`src/rtl/spi_pkg.sv`:
```
// Shared SPI definitions: FSM state encoding, CPOL/CPHA mode constants and
// small helpers used by both the master and slave sides.
package spi_pkg;

  typedef enum logic [1:0] {
    IDLE     = 2'd0,
    CS_SETUP = 2'd1,
    XFER     = 2'd2,
    CS_HOLD  = 2'd3
  } spi_state_e;

  typedef struct packed {
    logic cpol;
    logic cpha;
  } spi_mode_t;

  localparam spi_mode_t SPI_MODE0 = '{cpol: 1'b0, cpha: 1'b0};
  localparam spi_mode_t SPI_MODE1 = '{cpol: 1'b0, cpha: 1'b1};
  localparam spi_mode_t SPI_MODE2 = '{cpol: 1'b1, cpha: 1'b0};
  localparam spi_mode_t SPI_MODE3 = '{cpol: 1'b1, cpha: 1'b1};

  // Number of SCLK edges in one word.
  function automatic int unsigned spi_edge_count(input int unsigned width);
    return 2 * width;
  endfunction

endpackage

```
`src/rtl/spi_clk_gen.sv`:
```
// SCLK half-period timer and edge-strobe generator. tick_c fires every H sys
// clocks while run is high; while sclk_run is high each tick is an SCLK edge.
module spi_clk_gen
  import spi_pkg::*;
#(
  parameter int unsigned DATA_WIDTH = 16,
  parameter int unsigned DIV_WIDTH  = 8
) (
  input  logic                 i_sys_clk,
  input  logic                 i_sys_rst_n,
  input  logic                 run,
  input  logic                 sclk_run,
  input  logic [DIV_WIDTH-1:0] div,
  output logic                 tick_c,
  output logic                 lead_edge_c,
  output logic                 trail_edge_c,
  output logic                 last_edge_c
);

  localparam int unsigned EDGES  = spi_edge_count(DATA_WIDTH);
  localparam int unsigned EDGE_W = $clog2(EDGES + 1);

  logic [DIV_WIDTH-1:0] half_cnt_q;
  logic [EDGE_W-1:0]    edge_cnt_q;

  // Even edge count means the next edge is a leading (odd-numbered) one.
  assign tick_c       = run && (half_cnt_q == div);
  assign lead_edge_c  = tick_c && sclk_run && !edge_cnt_q[0];
  assign trail_edge_c = tick_c && sclk_run && edge_cnt_q[0];
  assign last_edge_c  = trail_edge_c && (edge_cnt_q == EDGE_W'(EDGES - 1));

  always_ff @(posedge i_sys_clk or negedge i_sys_rst_n) begin
    if (!i_sys_rst_n) begin
      half_cnt_q <= '0;
      edge_cnt_q <= '0;
    end else begin
      if (!run || tick_c) begin
        half_cnt_q <= '0;
      end else begin
        half_cnt_q <= half_cnt_q + DIV_WIDTH'(1);
      end
      if (!sclk_run) begin
        edge_cnt_q <= '0;
      end else if (tick_c) begin
        edge_cnt_q <= edge_cnt_q + EDGE_W'(1);
      end
    end
  end

endmodule

```
`src/rtl/spi_master_core.sv`:
```
// SPI master: one word per request, all four CPOL/CPHA modes, either bit order,
// programmable SCLK divider. Config is latched at accept.
module spi_master_core
  import spi_pkg::*;
#(
  parameter int unsigned DATA_WIDTH = 16,
  parameter int unsigned DIV_WIDTH  = 8
) (
  input  logic                  i_sys_clk,
  input  logic                  i_sys_rst_n,
  input  logic                  i_cpol,
  input  logic                  i_cpha,
  input  logic                  i_lsb_first,
  input  logic [DIV_WIDTH-1:0]  i_clk_div,
  input  logic [DATA_WIDTH-1:0] i_tx_data,
  input  logic                  i_tx_valid,
  output logic                  o_tx_ready,
  output logic [DATA_WIDTH-1:0] o_rx_data,
  output logic                  o_rx_valid,
  output logic                  o_busy,
  output logic                  o_spi_sclk,
  output logic                  o_spi_mosi,
  output logic                  o_spi_cs_n,
  input  logic                  i_spi_miso
);

  spi_state_e            state_q, state_nxt;
  spi_mode_t             mode_q, mode_nxt;
  logic                  lsb_q, lsb_nxt;
  logic [DIV_WIDTH-1:0]  div_q, div_nxt;
  logic [DATA_WIDTH-1:0] tx_sreg_q, tx_sreg_nxt;
  logic [DATA_WIDTH-1:0] rx_sreg_q, rx_sreg_nxt;
  logic [DATA_WIDTH-1:0] rx_data_nxt;
  logic                  rx_valid_nxt;
  logic                  sclk_nxt, mosi_nxt, cs_n_nxt;

  logic run_c, sclk_run_c;
  logic tick_c, lead_edge_c, trail_edge_c, last_edge_c;
  logic shift_c, sample_c;

  function automatic logic head_bit(input logic [DATA_WIDTH-1:0] w, input logic lsb);
    return lsb ? w[0] : w[DATA_WIDTH-1];
  endfunction

  function automatic logic [DATA_WIDTH-1:0] tx_shift(input logic [DATA_WIDTH-1:0] w,
                                                    input logic lsb);
    return lsb ? (w >> 1) : (w << 1);
  endfunction

  function automatic logic [DATA_WIDTH-1:0] rx_shift(input logic [DATA_WIDTH-1:0] w,
                                                    input logic lsb, input logic b);
    return lsb ? {b, w[DATA_WIDTH-1:1]} : {w[DATA_WIDTH-2:0], b};
  endfunction

  assign run_c      = (state_q != IDLE);
  assign sclk_run_c = (state_q == CS_SETUP) || (state_q == XFER);

  spi_clk_gen #(
    .DATA_WIDTH (DATA_WIDTH),
    .DIV_WIDTH  (DIV_WIDTH)
  ) u_clk_gen (
    .i_sys_clk    (i_sys_clk),
    .i_sys_rst_n  (i_sys_rst_n),
    .run          (run_c),
    .sclk_run     (sclk_run_c),
    .div          (div_q),
    .tick_c       (tick_c),
    .lead_edge_c  (lead_edge_c),
    .trail_edge_c (trail_edge_c),
    .last_edge_c  (last_edge_c)
  );

  // CPHA=0 drives its first bit at CS fall, so the final trailing edge must not shift.
  assign shift_c  = mode_q.cpha ? lead_edge_c : (trail_edge_c && !last_edge_c);
  assign sample_c = mode_q.cpha ? trail_edge_c : lead_edge_c;

  // Next-state and next-output logic.
  always_comb begin
    state_nxt    = state_q;
    mode_nxt     = mode_q;
    lsb_nxt      = lsb_q;
    div_nxt      = div_q;
    tx_sreg_nxt  = tx_sreg_q;
    rx_sreg_nxt  = rx_sreg_q;
    rx_data_nxt  = o_rx_data;
    rx_valid_nxt = 1'b0;
    sclk_nxt     = o_spi_sclk;
    mosi_nxt     = o_spi_mosi;
    cs_n_nxt     = o_spi_cs_n;

    case (state_q)
      IDLE: begin
        sclk_nxt = mode_q.cpol;
        mosi_nxt = 1'b0;
        if (i_tx_valid) begin
          state_nxt   = CS_SETUP;
          mode_nxt    = '{cpol: i_cpol, cpha: i_cpha};
          lsb_nxt     = i_lsb_first;
          div_nxt     = i_clk_div;
          rx_sreg_nxt = '0;
          cs_n_nxt    = 1'b0;
          sclk_nxt    = i_cpol;
          tx_sreg_nxt = i_tx_data;
          if (!i_cpha) begin
            mosi_nxt    = head_bit(i_tx_data, i_lsb_first);
            tx_sreg_nxt = tx_shift(i_tx_data, i_lsb_first);
          end
        end
      end
      CS_SETUP: begin
        if (tick_c) state_nxt = XFER;
      end
      XFER: begin
        if (last_edge_c) state_nxt = CS_HOLD;
      end
      CS_HOLD: begin
        if (tick_c) begin
          state_nxt    = IDLE;
          cs_n_nxt     = 1'b1;
          mosi_nxt     = 1'b0;
          rx_data_nxt  = rx_sreg_q;
          rx_valid_nxt = 1'b1;
        end
      end
      default: state_nxt = IDLE;
    endcase

    if (lead_edge_c || trail_edge_c) sclk_nxt = !o_spi_sclk;

    if (shift_c) begin
      mosi_nxt    = head_bit(tx_sreg_q, lsb_q);
      tx_sreg_nxt = tx_shift(tx_sreg_q, lsb_q);
    end

    if (sample_c) rx_sreg_nxt = rx_shift(rx_sreg_q, lsb_q, i_spi_miso);
  end

  always_ff @(posedge i_sys_clk or negedge i_sys_rst_n) begin
    if (!i_sys_rst_n) begin
      state_q    <= IDLE;
      mode_q     <= SPI_MODE0;
      lsb_q      <= 1'b0;
      div_q      <= '0;
      tx_sreg_q  <= '0;
      rx_sreg_q  <= '0;
      o_rx_data  <= '0;
      o_rx_valid <= 1'b0;
      o_spi_sclk <= 1'b0;
      o_spi_mosi <= 1'b0;
      o_spi_cs_n <= 1'b1;
      o_tx_ready <= 1'b1;
      o_busy     <= 1'b0;
    end else begin
      state_q    <= state_nxt;
      mode_q     <= mode_nxt;
      lsb_q      <= lsb_nxt;
      div_q      <= div_nxt;
      tx_sreg_q  <= tx_sreg_nxt;
      rx_sreg_q  <= rx_sreg_nxt;
      o_rx_data  <= rx_data_nxt;
      o_rx_valid <= rx_valid_nxt;
      o_spi_sclk <= sclk_nxt;
      o_spi_mosi <= mosi_nxt;
      o_spi_cs_n <= cs_n_nxt;
      o_tx_ready <= (state_nxt == IDLE);
      o_busy     <= (state_nxt != IDLE);
    end
  end

endmodule

```
`config.mk`:
```
export PLATFORM = sky130hd
export DESIGN_NAME = spi_master_core
export DESIGN_NICKNAME = d
export VERILOG_FILES = /design/src/rtl/spi_pkg.sv /design/src/rtl/spi_clk_gen.sv /design/src/rtl/spi_master_core.sv
export SDC_FILE = /design/constraint.sdc
export NUM_CORES = 1
export LEC_CHECK = 0
export BUFFER_PORTS_ARGS = -buffer_cell sky130_fd_sc_hd__buf_2
export CAP_MARGIN = 25
export CORE_MARGIN = 1.5
export CORE_UTILIZATION = 40
export DETAILED_ROUTE_END_ITERATION = 8
export PLACE_DENSITY_LB_ADDON = 0.15
export SLEW_MARGIN = 30
export SYNTH_ARGS = -nofsm -noshare
export SYNTH_HDL_FRONTEND = slang
export SYNTH_SLANG_ARGS = --single-unit
```
`constraint.sdc`:
```
create_clock -name i_sys_clk -period 2.34 [get_ports i_sys_clk]
set_input_delay 0.468 -clock i_sys_clk [delete_from_list [all_inputs] [get_ports i_sys_clk]]
set_output_delay 0.468 -clock i_sys_clk [all_outputs]
set_load 0.02 [all_outputs]
```
==> results.cfg <==
[drt]
drt-initial-drc-count = 127
routed-via-count = 3151
vias_per_cell = 5.296
ant_nets = 0
drt_first_pass_iters = 4
detail_route.wl_per_cell_um = 15.25
drt-total-wl_um = 9071
route.detailed.drc = 0

[worst_setup_path]
cp.required_ns = 2.58
rr_endpoint = rx_sreg_q[1]
cp_max_fo = 32
crit_path_start_kind = flop
worstSetupPathType = flop to flop
r2r_start = u_clk_gen.half_cnt_q[1]
setup.worst_path.end_class = flop
ff2ff_setup_slack_ns = 0.10
cp.arrival_ns = 2.48
r2r_cells = 6

[timing]
hold_violations = 0
finalSetupViolCount = 0
clock_skew_ns = 0.009664
setup_ws_ns = 0.1036
tightest_slew_ns = 0.5732
finalCritPeriodShare_pct = 95.57
max_freq_mhz = 447.2
slew_violations = 0
tns_ns = 0
relSlewSlack_pct = 61.79
fin_crit_ns = 2.236
hold_ws_ns = 0.1038

[global_routing]
use_met1_pct = 24.83
grtUsageTotal_pct = 17.24
grt-ovfl-total = 0
first_global_vias = 3120
grt_max_degree = 51
grt_pass1_wl_um = 15680
use_met2_pct = 25.75
busiest_layer = met2
antenna_found_initial = 0
use_met3_pct = 3.814

[layout]
area_growth_pct = 17.15
fin_cells = 595
seq_area_um2 = 2029
drive_above_1_share_pct = 34.51
layout.nets = 487
finish.utilization_pct = 47.68
num_antenna_cells = 0
fillers = 988
multi_input_area_um2 = 2222
final_cell_area_um2 = 5146

[yosys]
syn_inst = 391
netlist_area_um2 = 4393
yosysSeqAreaShare_pct = 46.20
syn_avg_cell_area_um2 = 11.24
synth-main-ff-cell = dfrtp_1
synth_cell_types = 48
synth-seq-cells = 81
syn_nets = 428
yosysWarnings = 0
synth_edf_count = 0
async_flop_share_pct = 100.0

[place]
dpl.cell_count = 574
dp_hpwl_um = 6121
gp_congestion = 0.8204
port_buffers = 52
postPlaceCellArea_um2 = 4866
pre_cts_ws_ns = 0.06243

[hold_path]
hold_class = input port to async pin

[clock_network]
cts_hold_buf = 0
cts_tree = done
clk-insertion-delay-late_ns = 0.36
clock_path_buffers = 2
path_clk_slew_ns = 0.09
numCtsBuffers = 9
htreeDepth = 3
ctsRootBufferMaster = clkbuf_8
cts_sinks = 81

[pwr]
total_power_mw = 4.685
combPwrFrac_pct = 35.3
intPower_mw = 3.024
powerDensity_nw_per_um2 = 910.5
seqPwrFrac_pct = 41.9
clkPwrFrac_pct = 22.8
p_sw_share_pct = 35.46
netSwitchingPower_mw = 1.661
leakagePower_nw = 2.361
ir_drop_v = 0.0003545

[floorplanning]
die_area_um2 = 11620
rows = 38
start_util_pct = 40.70
ioPinCount = 53
die_w_um = 107.8
die_h_um = 107.8
core-area_um2 = 10790

[job]
cap_violations = 0

[outcome]
status = complete, no violations
## routing by layer
layer | share of wire, % | vias up
li1 | - | 1535
met1 | 51 | 1559
met2 | 45 | 52
met3 | 3.4 | 5
met4 | 0.75 | 0
met5 | 0 | -
## timing repair
item	in CTS	in global routing
setup endpoints to repair	0	26
buffers inserted	0	4
gates resized for setup	0	5
## state kept, by name, summed over array words and instances (netlist names)
name                  cells
div_q                     8
lsb_q                     1
mode_q                    2
o_busy                    1
o_rx_data                16
o_rx_valid                1
o_spi_cs_n                1
o_spi_mosi                1
o_spi_sclk                1
o_tx_ready                1
rx_sreg_q                16
state_q                   2
tx_sreg_q                16
u_clk_gen.edge_cnt_q      6
u_clk_gen.half_cnt_q      8
## worst max-delay path by stage
stage / cells past startpoint / to / from / slack, ns
2_1_floorplan: 7 / tx_sreg_q[10] / state_q[1] / 0.07
3_3_place_gp: 6 / rx_sreg_q[9] / u_clk_gen.half_cnt_q[6] / 0.1
3_5_place_dp: 6 / rx_sreg_q[14] / u_clk_gen.half_cnt_q[1] / 0.06
4_1_cts: 6 / rx_sreg_q[1] / u_clk_gen.half_cnt_q[1] / 0.04
5_1_grt: 8 / tx_sreg_q[15] / state_q[0] / -0.004
6_report: 6 / rx_sreg_q[1] / u_clk_gen.half_cnt_q[1] / 0.10
## layout by cell type, fill, tap and decap left out, types with 2 or more instances in the layout
master / n
ha_1: 5
o21ai_1: 3
o21ai_0: 7
buf_12: 4
a211oi_1: 15
mux2i_1: 48
nor3b_1: 2
mux2_4: 9
or3_1: 2
and3_1: 4
buf_4: 17
nor2_1: 29
o31ai_1: 3
inv_1: 6
a21oi_1: 21
nand4_1: 3
or4_4: 3
nand2b_1: 3
xor2_1: 13
dfstp_2: 2
nor3_1: 4
clkbuf_8: 10
nand3b_1: 2
xnor2_1: 4
o21ai_2: 13
mux2_2: 33
buf_2: 51
dfrtp_1: 79
nand2_1: 7
and2_1: 3
nand3_1: 24
or2_2: 2
clkinv_4: 2
## synthesized netlist by cell type, types with 4 or more instances
library cell  number  area share [%]
nor3_1             4            0.46
a211oi_1          15             2.6
mux2_2            33             8.5
buf_6              5             1.3
nand3_1           24             2.7
o21ai_2           13             2.6
clkbuf_1          16             1.4
a21oi_1           21             2.4
dfrtp_1           79              45
xnor2_1            4            0.80
mux2_4             9             3.1
nor2_1            29             2.5
xor2_1            13             2.6
and3_1             4            0.57
o21ai_0            7            0.80
mux2i_1           48              11
nand2_1            7            0.60
ha_1               6             1.7
inv_1              7            0.60
## cell type report
cell class | count | area share [%]
timing repair buffer | 73 | 9.482
sequential | 81 | 39.44
multi-input combinational | 278 | 43.18
inverter | 7 | 0.5106
clock buffer | 11 | 2.747
clock inverter | 5 | 1.240
tap | 140 | 3.404
## worst max-delay path, cell delays in order, from the launching register on
cell and delay, ns:
dfrtp_1 0.44, xor2_1 0.17, or4_4 0.59, or4_4 0.56, buf_12 0.19, nand3_1 0.11
o21ai_2 0.06
## power by group through the flow
stage	registers, mW	logic, mW	clock network (mW)
2_1_floorplan	1.94	1.19	0
3_3_place_gp	1.99	1.57	0
3_5_place_dp	1.99	1.60	0
4_1_cts	1.97	1.60	1.11
5_1_grt	2.02	1.84	1.18
6_report	1.96	1.65	1.07
## kinds of logic (layout without fill, tap and decap cells)
group                    Yosys count  after routing  share of synthesized area [%]
buffers and inverters             32             96                          3.674
AO/OA/AOI/OAI                     69             69                          10.54
AND/OR/NAND/NOR                   96             96                          12.02
flip-flops                        81             81                          46.20
adder cells (fa/ha/maj)            6              6                          1.709
multiplexers                      90             90                          22.47
XOR/XNOR                          17             17                          3.389
(Power assumes the default switching activity.)
